--- src/rtl/whack_pkg.sv ---
// Shared types and constants for the whack-a-mole round sequencer.
package whack_pkg;

  typedef enum logic [1:0] {
    StIdle     = 2'd0,
    StPlaying  = 2'd1,
    StLockout  = 2'd2,
    StGameOver = 2'd3
  } state_e;

  localparam int unsigned NUM_HOLES = 5;
  localparam logic [2:0]  NO_MOLE   = 3'd5;

endpackage

--- src/rtl/game_timer.sv ---
// Game clock: per-second cycle counter plus seconds-remaining down-counter.
// o_expire flags the edge whose decrement takes the remaining time to zero.
module game_timer #(
  parameter int unsigned CLKS_PER_SEC = 100000000,
  parameter int unsigned GAME_SECONDS = 30
) (
  input  logic       i_clk,
  input  logic       i_rst_n,
  input  logic       i_load,
  input  logic       i_enable,
  output logic [5:0] o_time_left,
  output logic       o_expire
);

  localparam int unsigned     CntW    = (CLKS_PER_SEC > 1) ? $clog2(CLKS_PER_SEC) : 1;
  localparam logic [CntW-1:0] SecLast = CntW'(CLKS_PER_SEC - 1);

  logic [CntW-1:0] sec_q, sec_d;
  logic [5:0]      time_q, time_d;
  logic            wrap;

  always_comb begin
    wrap   = i_enable && (sec_q == SecLast);
    sec_d  = sec_q;
    time_d = time_q;
    if (i_load) begin
      sec_d  = '0;
      time_d = 6'(GAME_SECONDS);
    end else if (i_enable) begin
      sec_d = wrap ? '0 : sec_q + 1'b1;
      if (wrap && (time_q != 6'd0)) begin
        time_d = time_q - 6'd1;
      end
    end
  end

  always_ff @(posedge i_clk or negedge i_rst_n) begin
    if (!i_rst_n) begin
      sec_q  <= '0;
      time_q <= '0;
    end else begin
      sec_q  <= sec_d;
      time_q <= time_d;
    end
  end

  assign o_time_left = time_q;
  assign o_expire    = wrap && !i_load && (time_q == 6'd1);

endmodule

--- src/rtl/whack_game_controller.sv ---
// Whack-a-mole round sequencer: game FSM, button lockout, mole latch and score.
// Judgement strobes and the new-position request are registered one-cycle pulses.
module whack_game_controller
  import whack_pkg::*;
#(
  parameter int unsigned CLKS_PER_SEC   = 100000000,
  parameter int unsigned GAME_SECONDS   = 30,
  parameter int unsigned LOCKOUT_CYCLES = 25000000,
  parameter int unsigned SCORE_W        = 8
) (
  input  logic                 i_clk,
  input  logic                 i_rst_n,
  input  logic                 i_start,
  input  logic [NUM_HOLES-1:0] i_btn,
  input  logic [2:0]           i_mole_position,
  input  logic                 i_position_changed,
  output logic                 o_change_position,
  output logic                 o_mole_visible,
  output logic [2:0]           o_mole_hole,
  output logic [SCORE_W-1:0]   o_score,
  output logic [5:0]           o_time_left,
  output logic                 o_game_active,
  output logic                 o_game_over,
  output logic                 o_hit,
  output logic                 o_miss
);

  localparam int unsigned    LkW    = (LOCKOUT_CYCLES > 1) ? $clog2(LOCKOUT_CYCLES) : 1;
  localparam logic [LkW-1:0] LkLast = LkW'(LOCKOUT_CYCLES - 1);

  state_e             state_q, state_d;
  logic [LkW-1:0]     lk_q, lk_d;
  logic [2:0]         hole_q, hole_d;
  logic               armed_q, armed_d;
  logic [SCORE_W-1:0] score_q, score_d;
  logic               hit_q, hit_d, miss_q, miss_d, chg_q, chg_d;

  logic active, start_ev, pos_ev, judge, is_hit, is_miss, expire;

  assign active   = (state_q == StPlaying) || (state_q == StLockout);
  assign start_ev = i_start && !active;
  assign pos_ev   = i_position_changed && active;
  // Expiry on the same edge suppresses judging entirely.
  assign judge    = (state_q == StPlaying) && armed_q && (i_btn != '0) && !expire;
  assign is_hit   = judge && (i_btn == (NUM_HOLES'(1) << hole_q));
  assign is_miss  = judge && !is_hit;

  game_timer #(
    .CLKS_PER_SEC (CLKS_PER_SEC),
    .GAME_SECONDS (GAME_SECONDS)
  ) u_timer (
    .i_clk       (i_clk),
    .i_rst_n     (i_rst_n),
    .i_load      (start_ev),
    .i_enable    (active),
    .o_time_left (o_time_left),
    .o_expire    (expire)
  );

  always_ff @(posedge i_clk or negedge i_rst_n) begin
    if (!i_rst_n) begin
      state_q <= StIdle;
    end else begin
      state_q <= state_d;
    end
  end

  always_comb begin
    state_d = state_q;
    case (state_q)
      StIdle, StGameOver: begin
        if (i_start) state_d = StPlaying;
      end
      StPlaying: begin
        if (expire)                 state_d = StGameOver;
        else if (is_hit || is_miss) state_d = StLockout;
      end
      StLockout: begin
        if (expire)              state_d = StGameOver;
        else if (lk_q == LkLast) state_d = StPlaying;
      end
      default: state_d = StIdle;
    endcase
  end

  always_comb begin
    o_game_active  = active;
    o_game_over    = (state_q == StGameOver);
    o_mole_visible = armed_q && active;
  end

  always_comb begin
    lk_d    = (state_q == StLockout) ? lk_q + 1'b1 : '0;
    hole_d  = pos_ev ? i_mole_position : hole_q;
    score_d = score_q;
    if (start_ev) begin
      score_d = '0;
    end else if (is_hit && (score_q != '1)) begin
      score_d = score_q + 1'b1;
    end
    // Hit clears first so a coincident new position re-arms.
    armed_d = armed_q;
    if (start_ev || is_hit) armed_d = 1'b0;
    if (pos_ev)             armed_d = (i_mole_position < 3'(NUM_HOLES));
    if (expire)             armed_d = 1'b0;
    chg_d  = start_ev || is_hit;
    hit_d  = is_hit;
    miss_d = is_miss;
  end

  always_ff @(posedge i_clk or negedge i_rst_n) begin
    if (!i_rst_n) begin
      lk_q    <= '0;
      hole_q  <= NO_MOLE;
      armed_q <= 1'b0;
      score_q <= '0;
      hit_q   <= 1'b0;
      miss_q  <= 1'b0;
      chg_q   <= 1'b0;
    end else begin
      lk_q    <= lk_d;
      hole_q  <= hole_d;
      armed_q <= armed_d;
      score_q <= score_d;
      hit_q   <= hit_d;
      miss_q  <= miss_d;
      chg_q   <= chg_d;
    end
  end

  assign o_mole_hole       = hole_q;
  assign o_score           = score_q;
  assign o_hit             = hit_q;
  assign o_miss            = miss_q;
  assign o_change_position = chg_q;

endmodule

--- config.mk ---
export PLATFORM = sky130hd
export DESIGN_NAME = whack_game_controller
export DESIGN_NICKNAME = d
export VERILOG_FILES = /design/src/rtl/whack_pkg.sv /design/src/rtl/game_timer.sv /design/src/rtl/whack_game_controller.sv
export SDC_FILE = /design/constraint.sdc
export NUM_CORES = 1
export LEC_CHECK = 0
export CAP_MARGIN = 20
export CORE_AREA = 2 2 113 115
export DETAILED_ROUTE_END_ITERATION = 8
export DIE_AREA = 0 0 115 117
export GPL_ROUTABILITY_DRIVEN = 0
export PLACE_DENSITY = 0.63
export RECOVER_POWER = 25
export SYNTH_ARGS = -nofsm -noshare
export SYNTH_HDL_FRONTEND = slang
export SYNTH_SLANG_ARGS = --single-unit
--- constraint.sdc ---
create_clock -name i_clk -period 2.55 [get_ports i_clk]
set_input_delay 0.3825 -clock i_clk [delete_from_list [all_inputs] [get_ports i_clk]]
set_output_delay 0.3825 -clock i_clk [all_outputs]
set_load 0.01 [all_outputs]
-- After elaboration in Yosys (flattened, before gate mapping)
Index checks and enable logic that the tools add are counted.
- ROM bits: 0
- flip-flop bits (word level): 75
- RAM bits: 0
- bits in latches: 0
- memories kept: 0
- add/subtract/negate cells: 4
- eq/ne operators: 11
- shift operators: 1
- $mul: 0
- muxes and demuxes: 18
- divide/modulo/power cells: 0
- reductions and logical operators: 30
- order comparisons: 1
- bitwise operators: 0
- operator list (kind ; number):
    $mux 27 ; 3
    $add 27x1->27 const B ; 1
    $eq 27x27->1 const B ; 1
    $add 25x1->25 const B ; 1
    $eq 25x25->1 const B ; 1
    $mux 25 ; 1
    $mux 6 ; 3
    $mux 8 ; 2
    $logic_and 1x1->1 ; 13
    $mux 2 ; 5
    $add 8x1->8 const B ; 1
    $ne 8x8->1 const B ; 1
    $eq 6x1->1 const B ; 1
    $ne 3x2->1 const B ; 2
    $pmux 2 s3 ; 1
    $reduce_bool 2->1 ; 3
    $reduce_bool 6->1 ; 1
    $sub 6x1->6 const B ; 1
    $eq 5x5->1 ; 1
    $reduce_bool 5->1 ; 1
    $shl 1x3->5 const A ; 1
    $eq 2x2->1 const B ; 2
    $logic_not 1->1 ; 4
    $logic_or 1x1->1 ; 3
    other kinds (9) ; 11

-- Longest topological paths before layout
- depth in word-level cells: 16
- depth in mapped cells: 9
- gate-level depth less buffers: 8

-- Modules after synthesis
A second synthesis with hierarchy kept.
- cell total of the unflattened synthesis: 420
- area, all modules: 4170.2 sq um
- by module, submodules not included (module ; area each (sq um) ; cells each ; times used):
    whack_game_controller ; 2229.6 ; 224 ; 1
    game_timer ; 1940.6 ; 196 ; 1

-- Least setup slack after synthesis
No wires, ideal clock.
- kind: reg-to-reg
- from: reg u_timer.sec_q[9]
- to: reg armed_q
- setup slack: 0.000 ns
- period minus slack after synthesis: 2.550 ns
- data required time: 2.473 ns
- arrival time: 2.473 ns
- path buffers: 0
- stages on the path, launching flop included: 7
- cell sequence: dfrtp_1 > or4_1 > or4_4 > nor4_4 > nor3b_2 > or4b_1 > a21oi_1
- word-level cells in the longest chain between the ends: 9
- elaborated cells on any way between the ends: 10
- ends and longest elaborated chain (what ; RTL line ; RTL):
    from (decl) ; game_timer.sv:18 ; logic [CntW-1:0] sec_q, sec_d;
    from (signal assigned) ; game_timer.sv:39 ; sec_q <= '0;
    from (signal assigned) ; game_timer.sv:42 ; sec_q <= sec_d;
    $eq 27x27->1 * ; game_timer.sv:23 ; wrap = i_enable && (sec_q == SecLast);
    $logic_and 1x1->1 * ; game_timer.sv:23 ;
    $logic_and 1x1->1 * (2 in series) ; game_timer.sv:48 ; assign o_expire = wrap && !i_load && (time_q == 6'd1);
    $logic_not 1->1 ; whack_game_controller.sv:44 ; assign judge = (state_q == StPlaying) && armed_q && (i_btn != '0) && !expire;
    $logic_and 1x1->1 ; whack_game_controller.sv:44 ;
    $logic_and 1x1->1 ; whack_game_controller.sv:45 ; assign is_hit = judge && (i_btn == (NUM_HOLES'(1) << hole_q));
    $logic_or 1x1->1 ; whack_game_controller.sv:103 ; if (start_ev || is_hit) armed_d = 1'b0;
    $reduce_bool 3->1 (no source line) ; - ;
    to (signal assigned) ; whack_game_controller.sv:123 ; armed_q <= armed_d;
    to (decl) ; whack_game_controller.sv:34 ; logic armed_q, armed_d;
Mark *: on every way between the ends. The rest lies on a longest branch, timed or not.
A chain may end at the register's enable or synchronous reset.

-- Final worst setup path
- from: reg u_timer.sec_q[25]
- to: reg armed_q
Same word-level chain as after synthesis.

==> results.py <==
metrics = {
    "logic_synthesis": {
        "synth_top_family_by_area": "simple AND/OR/NAND/NOR gates",
        "netlist_instances": 437,
        "synth_mux_area_share_pct": 1.617,
        "synth_fa_ha_area_share_pct": 2.746,
        "synth-seq-area-share_pct": 45.82,
        "synth_compound_area_share_pct": 14.40,
        "ys.flop_type": "dfrtp_1",
        "synth_edf_count": 0,
        "synth.avg_cell_area_um2": 9.385,
        "synth-simple-area-share_pct": 27.06,
        "ys.warnings.count": 0,
        "synth.distinct_cells": 57,
        "async_flop_share_pct": 100.0,
        "synth-seq-cells": 75,
        "synth_nets": 458,
        "synth_xor_xnor_area_share_pct": 6.193,
        "syn_area_um2": 4101,
    },
    "placement": {
        "io_buffers": 34,
        "place_ws_ns": -0.1517,
        "hpwl_um": 6517,
    },
    "setup_path": {
        "cp_cell_sequence": "or4_4, or4_4, nor4_4, nor3b_4, or4b_1, a21oi_2",
        "worst-r2r-cell-count": 6,
        "reg2reg_to": "armed_q$_DFFE_PN0P_",
        "worstSetupPathType": "flop to flop",
        "crit_path_max_incr_delay_ns": 0.55,
        "path_max_fanout": 4,
        "worstSetupEndpointType": "flop",
        "worstPathArrival_ns": 2.75,
        "r2r-start": "u_timer.sec_q[25]$_DFFE_PN0P_",
        "startpoint_type": "flop",
        "crit_required_ns": 2.81,
        "slowest_stage": "or4_4",
        "r2r_slack_ns": 0.06,
        "cp_common_cell": "or4_4",
    },
    "global_routing": {
        "grt_pass1_wl_um": 15990,
        "grt_max_degree": 76,
        "grt_remaining_overflow": 0,
        "antenna_found_initial": 0,
        "grt_use_total_pct": 14.84,
        "grt_pass1_vias": 3427,
    },
    "floorplanning": {
        "pin_count": 35,
        "die_y_um": 117,
        "coreArea_um2": 12310,
        "row_count": 41,
        "die_w_um": 115,
        "start_util_pct": 33.31,
        "die_area_um2": 13460,
    },
    "timing": {
        "worstMarginPinSlew_ns": 1.847,
        "final.setup.worst_slack_ns": 0.06275,
        "skew_ns": 0.008296,
        "max_freq_mhz": 402.1,
        "whs_ns": 0.4886,
        "setup_tns_ns": 0,
        "fin_crit_sh_pct": 97.54,
        "slew_violations": 76,
        "hold_violations": 0,
        "fin_crit_ns": 2.487,
        "setup_viol_count_final": 0,
        "max_slew_margin_pct": -23.15,
    },
    "clock_network": {
        "root_buffer": "clkbuf_16",
        "clock_sinks": 75,
        "clock_latency_ns": 0.34,
        "h-tree-depth": 3,
        "cts_buffer_depth": 2,
        "numCtsBuffers": 9,
        "cts_tree": "yes",
        "clk_pin_slew_worst_paths_ns": 0.06,
    },
    "power": {
        "powerDensity_nw_per_um2": 801.2,
        "vdd_ir_drop_max_mv": 0.4472,
        "power_leakage_nw": 2.163,
    },
    "layout": {
        "final-seq-area_um2": 1879,
        "final_common_cell": "dfrtp_1",
        "drive_gt1_share_pct": 14.62,
        "area_growth_pct": 26.85,
        "nets": 522,
        "num_antenna_cells": 0,
        "final_core_util_pct": 42.26,
        "multiInputGateArea_um2": 2178,
        "layout_common_cells": "dfrtp_1 (73), nand2_1 (40), o21ai_0 (38), nor2_1 (34), clkdlybuf4s50_1 (33)",
        "fillers": 1184,
    },
    "detailed_routing": {
        "wl_per_cell_um": 14.64,
        "ant_nets": 0,
        "drt_pass1_iterations": 4,
        "drt_drc_violations_left": 0,
        "finalWirelength_um": 9604,
        "viasPerCell": 5.378,
        "drtIter0Drc": 206,
        "dr_total_vias": 3528,
    },
    "min_path": {
        "min_path_cells": 1,
        "hold_path.class": "flop to flop",
        "hp-start": "u_timer.sec_q[23]$_DFFE_PN0P_",
        "hold_end": "u_timer.sec_q[23]$_DFFE_PN0P_",
    },
    "status": {
        "outcome": "finished with violations",
        "violations": "capacitance limit, slew limit",
    },
    "flow_run": {
        "cap_violations": 1,
    },
}
[cell type report]
cell class              count  area share [%]
flip-flops and latches     75           36.12
multi-input cells         339           41.87
repair buffers             68           11.52
inverters                   8          0.5772
clock buffers              11           4.666
clock inverters             5           1.635
well taps                 150           3.608
[power by group]
group	switching [mW]	internal, mW
sequential	0.0806	1.29
combinational	0.784	0.625
clock	0.495	0.889
total	1.36	2.81
[through the flow]
stage	area, µm²	power (mW)	std cells
finish	5202	4.168	656
global route	5202	4.434	656
CTS	5139	4.076	651
detailed placement	4787	2.654	634
global placement	4787	2.629	634
floorplan	4101	2.134	437
[cells by family after synthesis]
group	after synthesis
adder cells (fa/ha/maj)	9
XOR/XNOR	29
multiplexers	6
AO/OA/AOI/OAI	95
AND/OR/NAND/NOR	200
buffers and inverters	23
flip-flops	75
[flip-flops by register name (all words and copies together), names as in the netlist]
signal               flops
state_q                  2
armed_q                  1
o_mole_hole              3
o_score                  8
u_timer.o_time_left      6
o_hit                    1
u_timer.sec_q           27
o_change_position        1
lk_q                    25
o_miss                   1
[worst max path at each step]
stage	from	end	slack, ns	cells past startpoint
after floorplan	u_timer.sec_q[10]$_DFFE_PN0P_	armed_q$_DFFE_PN0P_	0.01	6
after global placement	i_btn[0]	o_score[3]$_DFFE_PN0P_	-0.16	7
after detailed placement	i_btn[0]	o_score[3]$_DFFE_PN0P_	-0.15	7
after CTS	u_timer.sec_q[25]$_DFFE_PN0P_	u_timer.o_time_left[4]$_DFFE_PN0P_	0.01	6
after global routing	u_timer.sec_q[25]$_DFFE_PN0P_	u_timer.sec_q[24]$_DFFE_PN0P_	-0.008	7
final	u_timer.sec_q[25]$_DFFE_PN0P_	armed_q$_DFFE_PN0P_	0.06	6
[cell usage after synthesis (6+ instances only)]
master    count  share of area (%)
o21ai_0      42                5.1
ha_1          9                2.7
nand2_1      40                3.7
and3_1       12                1.8
a21oi_1      16                2.0
o41ai_1       8                1.7
and2_1       23                3.5
clkbuf_1     12                1.1
inv_1         8               0.73
dfrtp_1      73                 45
nor4_1        6               0.92
nor2_1       34                3.1
xor2_1        7                1.5
nor3_1        7               0.85
nor2b_1       8                1.2
nand4_1      15                2.3
nand3_1      20                2.4
o31ai_1       6                1.1
a31oi_1       6               0.92
xnor2_1      22                4.7
[layer usage]
layer	share of wire [%]	vias to the layer above	global-route usage (%)
met2	47	84	23.80
li1	-	1716	-
met4	1.6	0	4.739
met5	0	-	0
met3	5.0	17	4.119
met1	47	1711	19.56
[timing repair]
action / in CTS / in global routing
pin swaps: 3 / 2
gates cloned: 0 / 2
hold endpoints to repair: 0 / 0
setup endpoints to repair: 1 / 24
setup buffers: 2 / 3
gates resized for setup: 4 / 12
hold buffers: 0 / 0
[critical path, delay by kind of cell, from the launching register on]
family	cells	cell delay (ns)
AOI/OAI and AO/OA	1	0.14
DFF	1	0.38
and+or+nand+nor	5	1.91
No activity file was read; power rests on OpenSTA's default activity.
